[src/rtl/connect_four_game_ctrl_pkg.sv]
// Shared encodings for the connect-four controller: cell/winner codes,
// FSM states, scan directions and their row/column step table.
`timescale 1ns/1ps
package connect_four_game_ctrl_pkg;

  localparam int ROWS_DEF = 8;
  localparam int COLS_DEF = 8;

  localparam logic [1:0] CELL_EMPTY = 2'b00;
  localparam logic [1:0] CELL_P1    = 2'b01;
  localparam logic [1:0] CELL_P2    = 2'b10;

  localparam logic [1:0] WIN_NONE = 2'b00;
  localparam logic [1:0] WIN_P1   = 2'b01;
  localparam logic [1:0] WIN_P2   = 2'b10;
  localparam logic [1:0] WIN_DRAW = 2'b11;

  typedef enum logic [2:0] {
    ST_IDLE,
    ST_SCAN,
    ST_PLACE,
    ST_CHECK,
    ST_OVER
  } state_t;

  // Evaluation order of the win check
  typedef enum logic [1:0] {
    DIR_H,   // horizontal
    DIR_V,   // vertical
    DIR_D,   // diagonal down-right
    DIR_A    // anti-diagonal down-left
  } dir_t;

  typedef struct packed {
    logic signed [1:0] dr;
    logic signed [1:0] dc;
  } step_t;

  // Positive walk step per direction; the negative walk uses the negation
  function automatic step_t dir_step(dir_t d);
    step_t s;
    case (d)
      DIR_H:   begin s.dr =  2'sd0; s.dc =  2'sd1; end
      DIR_V:   begin s.dr =  2'sd1; s.dc =  2'sd0; end
      DIR_D:   begin s.dr =  2'sd1; s.dc =  2'sd1; end
      default: begin s.dr =  2'sd1; s.dc = -2'sd1; end
    endcase
    return s;
  endfunction

endpackage

[src/rtl/connect_four_game_ctrl_btn_sync.sv]
// Two-flop synchronizer plus rising-edge detector; one-cycle pulse
// registered three cycles after the input rises.
`timescale 1ns/1ps
module btn_edge_sync (
  input  logic clk,
  input  logic rst_n,
  input  logic btn,
  output logic pulse
);

  // [1:0] synchronize, [2] holds the previous synchronized level
  logic [2:0] sync_pipe;

  // Shift the level through and flag a 0->1 transition
  always_ff @(posedge clk or negedge rst_n) begin
    if (!rst_n) begin
      sync_pipe <= '0;
      pulse     <= 1'b0;
    end else begin
      sync_pipe <= {sync_pipe[1:0], btn};
      pulse     <= sync_pipe[1] & ~sync_pipe[2];
    end
  end

endmodule

[src/rtl/connect_four_game_ctrl.sv]
// Connect-four game controller: cursor, column scan, piece placement and
// a one-cell-per-cycle win walker over four directions.
`timescale 1ns/1ps
module connect_four_game_ctrl
  import connect_four_game_ctrl_pkg::*;
#(
  parameter int ROWS = ROWS_DEF,
  parameter int COLS = COLS_DEF
) (
  input  logic                   clk_25MHz,
  input  logic                   rst_n,
  input  logic                   move_right,
  input  logic                   move_left,
  input  logic                   drop_piece,
  output logic [ROWS*COLS*2-1:0] board_out,
  output logic [2:0]             cursor_col,
  output logic [1:0]             cur_player,
  output logic [1:0]             winner,
  output logic                   busy
);

  localparam int CELLS = ROWS * COLS;
  localparam int BW    = 2 * CELLS;
  localparam int RW    = $clog2(ROWS);

  logic [2:0] btn_lvl, btn_pls;
  logic       right_p, left_p, drop_p;

  assign btn_lvl = {drop_piece, move_left, move_right};
  assign right_p = btn_pls[0];
  assign left_p  = btn_pls[1];
  assign drop_p  = btn_pls[2];

  btn_edge_sync u_sync [2:0] (
    .clk   (clk_25MHz),
    .rst_n (rst_n),
    .btn   (btn_lvl),
    .pulse (btn_pls)
  );

  state_t          state, state_nxt;
  logic [BW-1:0]   board_nxt;
  logic [2:0]      cursor_nxt, drop_col, col_nxt;
  logic [1:0]      player_nxt, winner_nxt;
  logic            busy_nxt;
  logic [6:0]      cnt, cnt_nxt;
  logic [RW-1:0]   row, row_nxt;
  dir_t            dir, dir_nxt;
  logic            walk_neg, neg_nxt;
  logic [1:0]      k, k_nxt;
  logic [2:0]      run, run_nxt, run_inc;

  step_t           st;
  int              sgn, pr, pc, idx;
  logic            in_bnds, match;
  logic [1:0]      rd_cell;

  // Next-state, board update and win walker
  always_comb begin
    state_nxt  = state;
    board_nxt  = board_out;
    cursor_nxt = cursor_col;
    player_nxt = cur_player;
    winner_nxt = winner;
    cnt_nxt    = cnt;
    col_nxt    = drop_col;
    row_nxt    = row;
    dir_nxt    = dir;
    neg_nxt    = walk_neg;
    k_nxt      = k;
    run_nxt    = run;

    // Walker target: anchor +/- k steps along the current direction
    st      = dir_step(dir);
    sgn     = walk_neg ? -1 : 1;
    pr      = int'(row)      + sgn * int'(k) * int'(st.dr);
    pc      = int'(drop_col) + sgn * int'(k) * int'(st.dc);
    in_bnds = (pr >= 0) && (pr < ROWS) && (pc >= 0) && (pc < COLS);

    // Outside CHECK the addressed cell is the scan/place anchor
    if (state != ST_CHECK) idx = int'(row) * COLS + int'(drop_col);
    else if (in_bnds)      idx = pr * COLS + pc;
    else                   idx = 0;

    rd_cell = 2'(board_out >> (2 * idx));
    match   = in_bnds && (rd_cell == cur_player);
    run_inc = run + 3'd1;

    case (state)
      ST_IDLE: begin
        if (drop_p) begin
          col_nxt   = cursor_col;
          row_nxt   = RW'(ROWS - 1);
          state_nxt = ST_SCAN;
        end else if (right_p && !left_p) begin
          if (cursor_col != 3'(COLS - 1)) cursor_nxt = cursor_col + 3'd1;
        end else if (left_p && !right_p) begin
          if (cursor_col != 3'd0) cursor_nxt = cursor_col - 3'd1;
        end
      end

      ST_SCAN: begin
        if (rd_cell == CELL_EMPTY) state_nxt = ST_PLACE;
        else if (row != '0)        row_nxt   = row - RW'(1);
        else                       state_nxt = ST_IDLE;  // column full
      end

      ST_PLACE: begin
        board_nxt = (board_out & ~(BW'(2'b11) << (2 * idx)))
                  | (BW'(cur_player) << (2 * idx));
        cnt_nxt   = cnt + 7'd1;
        dir_nxt   = DIR_H;
        neg_nxt   = 1'b0;
        k_nxt     = 2'd1;
        run_nxt   = 3'd1;
        state_nxt = ST_CHECK;
      end

      ST_CHECK: begin
        if (match && run_inc >= 3'd4) begin
          winner_nxt = cur_player;
          state_nxt  = ST_OVER;
        end else if (match && k != 2'd3) begin
          run_nxt = run_inc;
          k_nxt   = k + 2'd1;
        end else begin
          // Current walk ended: edge, mismatch or three steps taken
          if (match) run_nxt = run_inc;
          if (!walk_neg) begin
            neg_nxt = 1'b1;
            k_nxt   = 2'd1;
          end else if (dir != DIR_A) begin
            dir_nxt = dir_t'(2'(dir) + 2'd1);
            neg_nxt = 1'b0;
            k_nxt   = 2'd1;
            run_nxt = 3'd1;
          end else if (cnt == 7'(CELLS)) begin
            winner_nxt = WIN_DRAW;
            state_nxt  = ST_OVER;
          end else begin
            player_nxt = (cur_player == CELL_P1) ? CELL_P2 : CELL_P1;
            state_nxt  = ST_IDLE;
          end
        end
      end

      ST_OVER: begin
        if (drop_p) begin
          board_nxt  = '0;
          cnt_nxt    = 7'd0;
          winner_nxt = WIN_NONE;
          player_nxt = CELL_P1;
          state_nxt  = ST_IDLE;
        end
      end

      default: state_nxt = ST_IDLE;
    endcase

    busy_nxt = (state_nxt == ST_SCAN) || (state_nxt == ST_PLACE) ||
               (state_nxt == ST_CHECK);
  end

  // State, board and registered outputs
  always_ff @(posedge clk_25MHz or negedge rst_n) begin
    if (!rst_n) begin
      state      <= ST_IDLE;
      board_out  <= '0;
      cursor_col <= 3'd0;
      cur_player <= CELL_P1;
      winner     <= WIN_NONE;
      busy       <= 1'b0;
      cnt        <= 7'd0;
      drop_col   <= 3'd0;
      row        <= '0;
      dir        <= DIR_H;
      walk_neg   <= 1'b0;
      k          <= 2'd1;
      run        <= 3'd1;
    end else begin
      state      <= state_nxt;
      board_out  <= board_nxt;
      cursor_col <= cursor_nxt;
      cur_player <= player_nxt;
      winner     <= winner_nxt;
      busy       <= busy_nxt;
      cnt        <= cnt_nxt;
      drop_col   <= col_nxt;
      row        <= row_nxt;
      dir        <= dir_nxt;
      walk_neg   <= neg_nxt;
      k          <= k_nxt;
      run        <= run_nxt;
    end
  end

endmodule

[config.mk]
export PLATFORM = sky130hd
export DESIGN_NAME = connect_four_game_ctrl
export DESIGN_NICKNAME = d
export VERILOG_FILES = /design/src/rtl/connect_four_game_ctrl_pkg.sv /design/src/rtl/connect_four_game_ctrl_btn_sync.sv /design/src/rtl/connect_four_game_ctrl.sv
export SDC_FILE = /design/constraint.sdc
export NUM_CORES = 1
export LEC_CHECK = 0
export CORE_UTILIZATION = 39
export CTS_BUF_LIST = sky130_fd_sc_hd__clkbuf_4 sky130_fd_sc_hd__clkbuf_8
export DETAILED_ROUTE_END_ITERATION = 12
export GPL_TIMING_DRIVEN = 1
export SLEW_MARGIN = 20
export SYNTH_ARGS = -nofsm -noshare
export SYNTH_HDL_FRONTEND = slang
export SYNTH_SLANG_ARGS = --single-unit
[constraint.sdc]
create_clock -name clk_25MHz -period 11.1 [get_ports clk_25MHz]
set_input_delay 1.11 -clock clk_25MHz [delete_from_list [all_inputs] [get_ports clk_25MHz]]
set_output_delay 1.11 -clock clk_25MHz [all_outputs]
set_load 0.02 [all_outputs]
==> flow_metrics.env <==
export IMPL_cts_buffer_depth=2
export IMPL_clk_latency_ps=480
export IMPL_post_route_period_util_pct=87.8
export IMPL_largest_registers="board_out: 128 flops, u_sync.sync_pipe: 9 flops, cnt: 7 flops"
export IMPL_slew_viol_final=0
export IMPL_place_hpwl_um=34800
export IMPL_gr_total_overflow=0
export IMPL_p_int_mw=2.16
export IMPL_arrival_ps=10160
export IMPL_seq_area_frac_synth_pct=33.1
export IMPL_ys_ff_latch=172
export IMPL_grt_pass1_wl_um=74400
export IMPL_antenna_cells=0
export IMPL_drt_total_wl_um=47700
export IMPL_dp_cells=2109
export IMPL_final_nets=1772
export IMPL_finalSetupViolCount=0
export IMPL_path_clk_slew_ps=110
export IMPL_netlist_area_leader_share_pct=32.5
export IMPL_die_h_um=185
export IMPL_path_class="reg -> reg"
export IMPL_place_congestion=0.983
export IMPL_final_antenna_net_count=0
export IMPL_ys_warn_count=0
export IMPL_largest_reg_flops=128
export IMPL_tightest_slew_ps=1110
export IMPL_yosys_area_top_type="dfrtp_1"
export IMPL_ir_drop_mv=0.186
export IMPL_power_total_mw=4.93
export IMPL_end_kind="flip-flop"
export IMPL_worst_slack_ps=1350
export IMPL_max_slew_margin_pct=26.2
export IMPL_grt_antenna_before_repair=0
export IMPL_synth_edf_count=0
export IMPL_finClkSkew_ps=29.7
export IMPL_drive_above_1_share_pct=6.24
export IMPL_cts_root_buf="clkbuf_8"
export IMPL_seqPwrFrac_pct=15.7
export IMPL_tns_ps=0
export IMPL_ys_flop_type="dfrtp_1"
export IMPL_cts_buffers=17
export IMPL_switchingPower_mw=2.78
export IMPL_cap_violations=0
export IMPL_start_util_pct=39.8
export IMPL_postCtsSetupBuffers=0
export IMPL_netlist_area_um2=13000
export IMPL_die_area_um2=34100
export IMPL_grt_pass1_vias=12600
export IMPL_cts_sinks=172
export IMPL_power_density_nw_per_um2=325
export IMPL_hp_class="reg -> reg"
export IMPL_grt_max_degree=76
export IMPL_largest_register="board_out"
export IMPL_synth_cells=1594
export IMPL_layout_min_cycle_time_ps=9750
export IMPL_p_sw_share_pct=56.3
export IMPL_cp_data_required_time_ps=11510
export IMPL_power_frac_clock_pct=9.1
export IMPL_vias_per_cell=6.18
export IMPL_dr_first_iter_drc_count=1294
export IMPL_port_buffers=140
export IMPL_async_flop_share_pct=100
export IMPL_hold_buffers=0
export IMPL_run_status="complete, no violations"
export IMPL_yosys_top_cells_area="dfrtp_1, o21ai_0, nand2_1"
export IMPL_io_pins=141
export IMPL_yosysUniqueCellTypes=92
export IMPL_die_w_um=185
export IMPL_rows=66
export IMPL_syn_num_nets=1680
export IMPL_drcViolationCount=0
export IMPL_pwr_share_comb_pct=75.2
export IMPL_rsz0062_at_grt="no"
export IMPL_finalNonFillerCells=2141
export IMPL_route_vias_total=13200
export IMPL_leakage_nw=6.31
export IMPL_core_area_um2=32700
export IMPL_final_hold_violation_count=0
export IMPL_cts_resized_gates=0
export IMPL_area_growth_pct=16.6
export IMPL_crit_path_max_fanout=16
export IMPL_dr_pass1_iters=6
export IMPL_postSynthAreaPerCell_um2=8.16
export IMPL_htreeDepth=4
export IMPL_timing_fmax_ghz=0.103
export IMPL_cpPeakStageDelay_ps=650
export IMPL_cts_tree="built"
export IMPL_grt_util_all_layers_pct=28.4
export IMPL_dp_slack_ps=1170
export IMPL_worstSetupStartpointType="flip-flop"
export IMPL_avgRoutedWirePerCell_um=22.3
export IMPL_cp_slowest_cell="nor4b_1"
-- placed cells by master (no fill, tap or decap), types with 18 or more instances in the layout --
cell	count
o21ai_0	209
nand3_1	38
xnor2_1	25
dfrtp_1	169
ha_1	75
nor3_1	37
inv_1	60
mux2i_1	23
clkdlybuf4s50_1	139
a211oi_1	32
clkbuf_8	18
nand2_1	266
nor2_1	94
nand4_1	19
a22o_1	50
a21oi_1	75
-- cell type report --
type	instances	area (µm²)
Inverter	61	229
Sequential cell	172	4310
Clock buffer	18	248
Fill cell	3299	17500
Timing Repair Buffer	155	1520
Tap cell	442	553
Multi-Input combinational cell	1279	8160
Clock inverter	14	149
-- worst paths after layout --
kind                                   startpoint                endpoint  slack (ps)  cells after the start
hold reg to reg            u_sync[1].sync_pipe[0]  u_sync[1].sync_pipe[1]         360                      0
hold / removal             u_sync[1].sync_pipe[0]  u_sync[1].sync_pipe[1]         360                      0
setup / recovery                             k[0]           cur_player[0]        1350                     30
max in group asynchronous                   rst_n                  cnt[0]        8600                      3
min in group asynchronous                   rst_n          board_out[120]         620                      1
setup reg to reg                             k[0]           cur_player[0]        1350                     30
-- cells by family after synthesis --
group	Yosys count	share of synthesized area, %
buf+inv	143	4.40
simple gates	576	20.9
xor+xnor	42	2.83
compound gates	539	27.3
flops	172	33.1
mux	41	3.33
fa+ha+maj	81	8.14
-- synthesized netlist by cell type (14+ instances only) --
cell        n
nand2_1   266
o21ai_0   210
dfrtp_1   169
nor2_1     95
a21oi_1    75
ha_1       75
inv_1      60
clkbuf_1   58
a22o_1     50
nor3_1     40
nand3_1    38
a211oi_1   32
xnor2_1    25
mux2i_1    23
nand4_1    19
nand2b_1   17
xor2_1     17
o211ai_1   16
mux2_2     15
a21o_1     14
a31oi_1    14
and2_1     14
o31ai_1    14
-- stage by stage --
stage | hold slack (ps) | instance area [µm²] | utilization [%]
CTS | 360 | 15100 | 46.3
detailed placement | 335 | 14800 | 45.1
global placement | 334 | 14800 | 45.1
finish | 359 | 15200 | 46.4
global route | 374 | 15200 | 46.4
floorplan | 331 | 13000 | -
-- layer usage --
| layer | track usage, % | vias up | part of all wire [%] |
|---|---|---|---|
| li1 | - | 6022 | - |
| met1 | 40.5 | 6499 | 44 |
| met2 | 43.5 | 641 | 45 |
| met3 | 4.56 | 73 | 8.2 |
| met4 | 9.10 | 0 | 2.4 |
| met5 | 0 | - | 0 |
-- power groups by stage --
stage                     combinational, mW  clock, mW  sequential, mW
after CTS                              3.63      0.457           0.771
after detailed placement               3.60          0           0.782
after global routing                   4.05      0.484           0.782
final                                  3.71      0.451           0.773
after floorplan                        2.65          0           0.778
after global placement                 3.60          0           0.782
-- worst max-delay path: cells and delay by family (launching register included) --
kind | cells | cell delay [ps]
compound gates | 8 | 2410
xor+xnor | 1 | 150
fa+ha+maj | 3 | 1360
buf+inv | 2 | 330
flops | 1 | 620
mux | 2 | 710
simple gates | 14 | 4090
(Power assumes the default switching activity.)
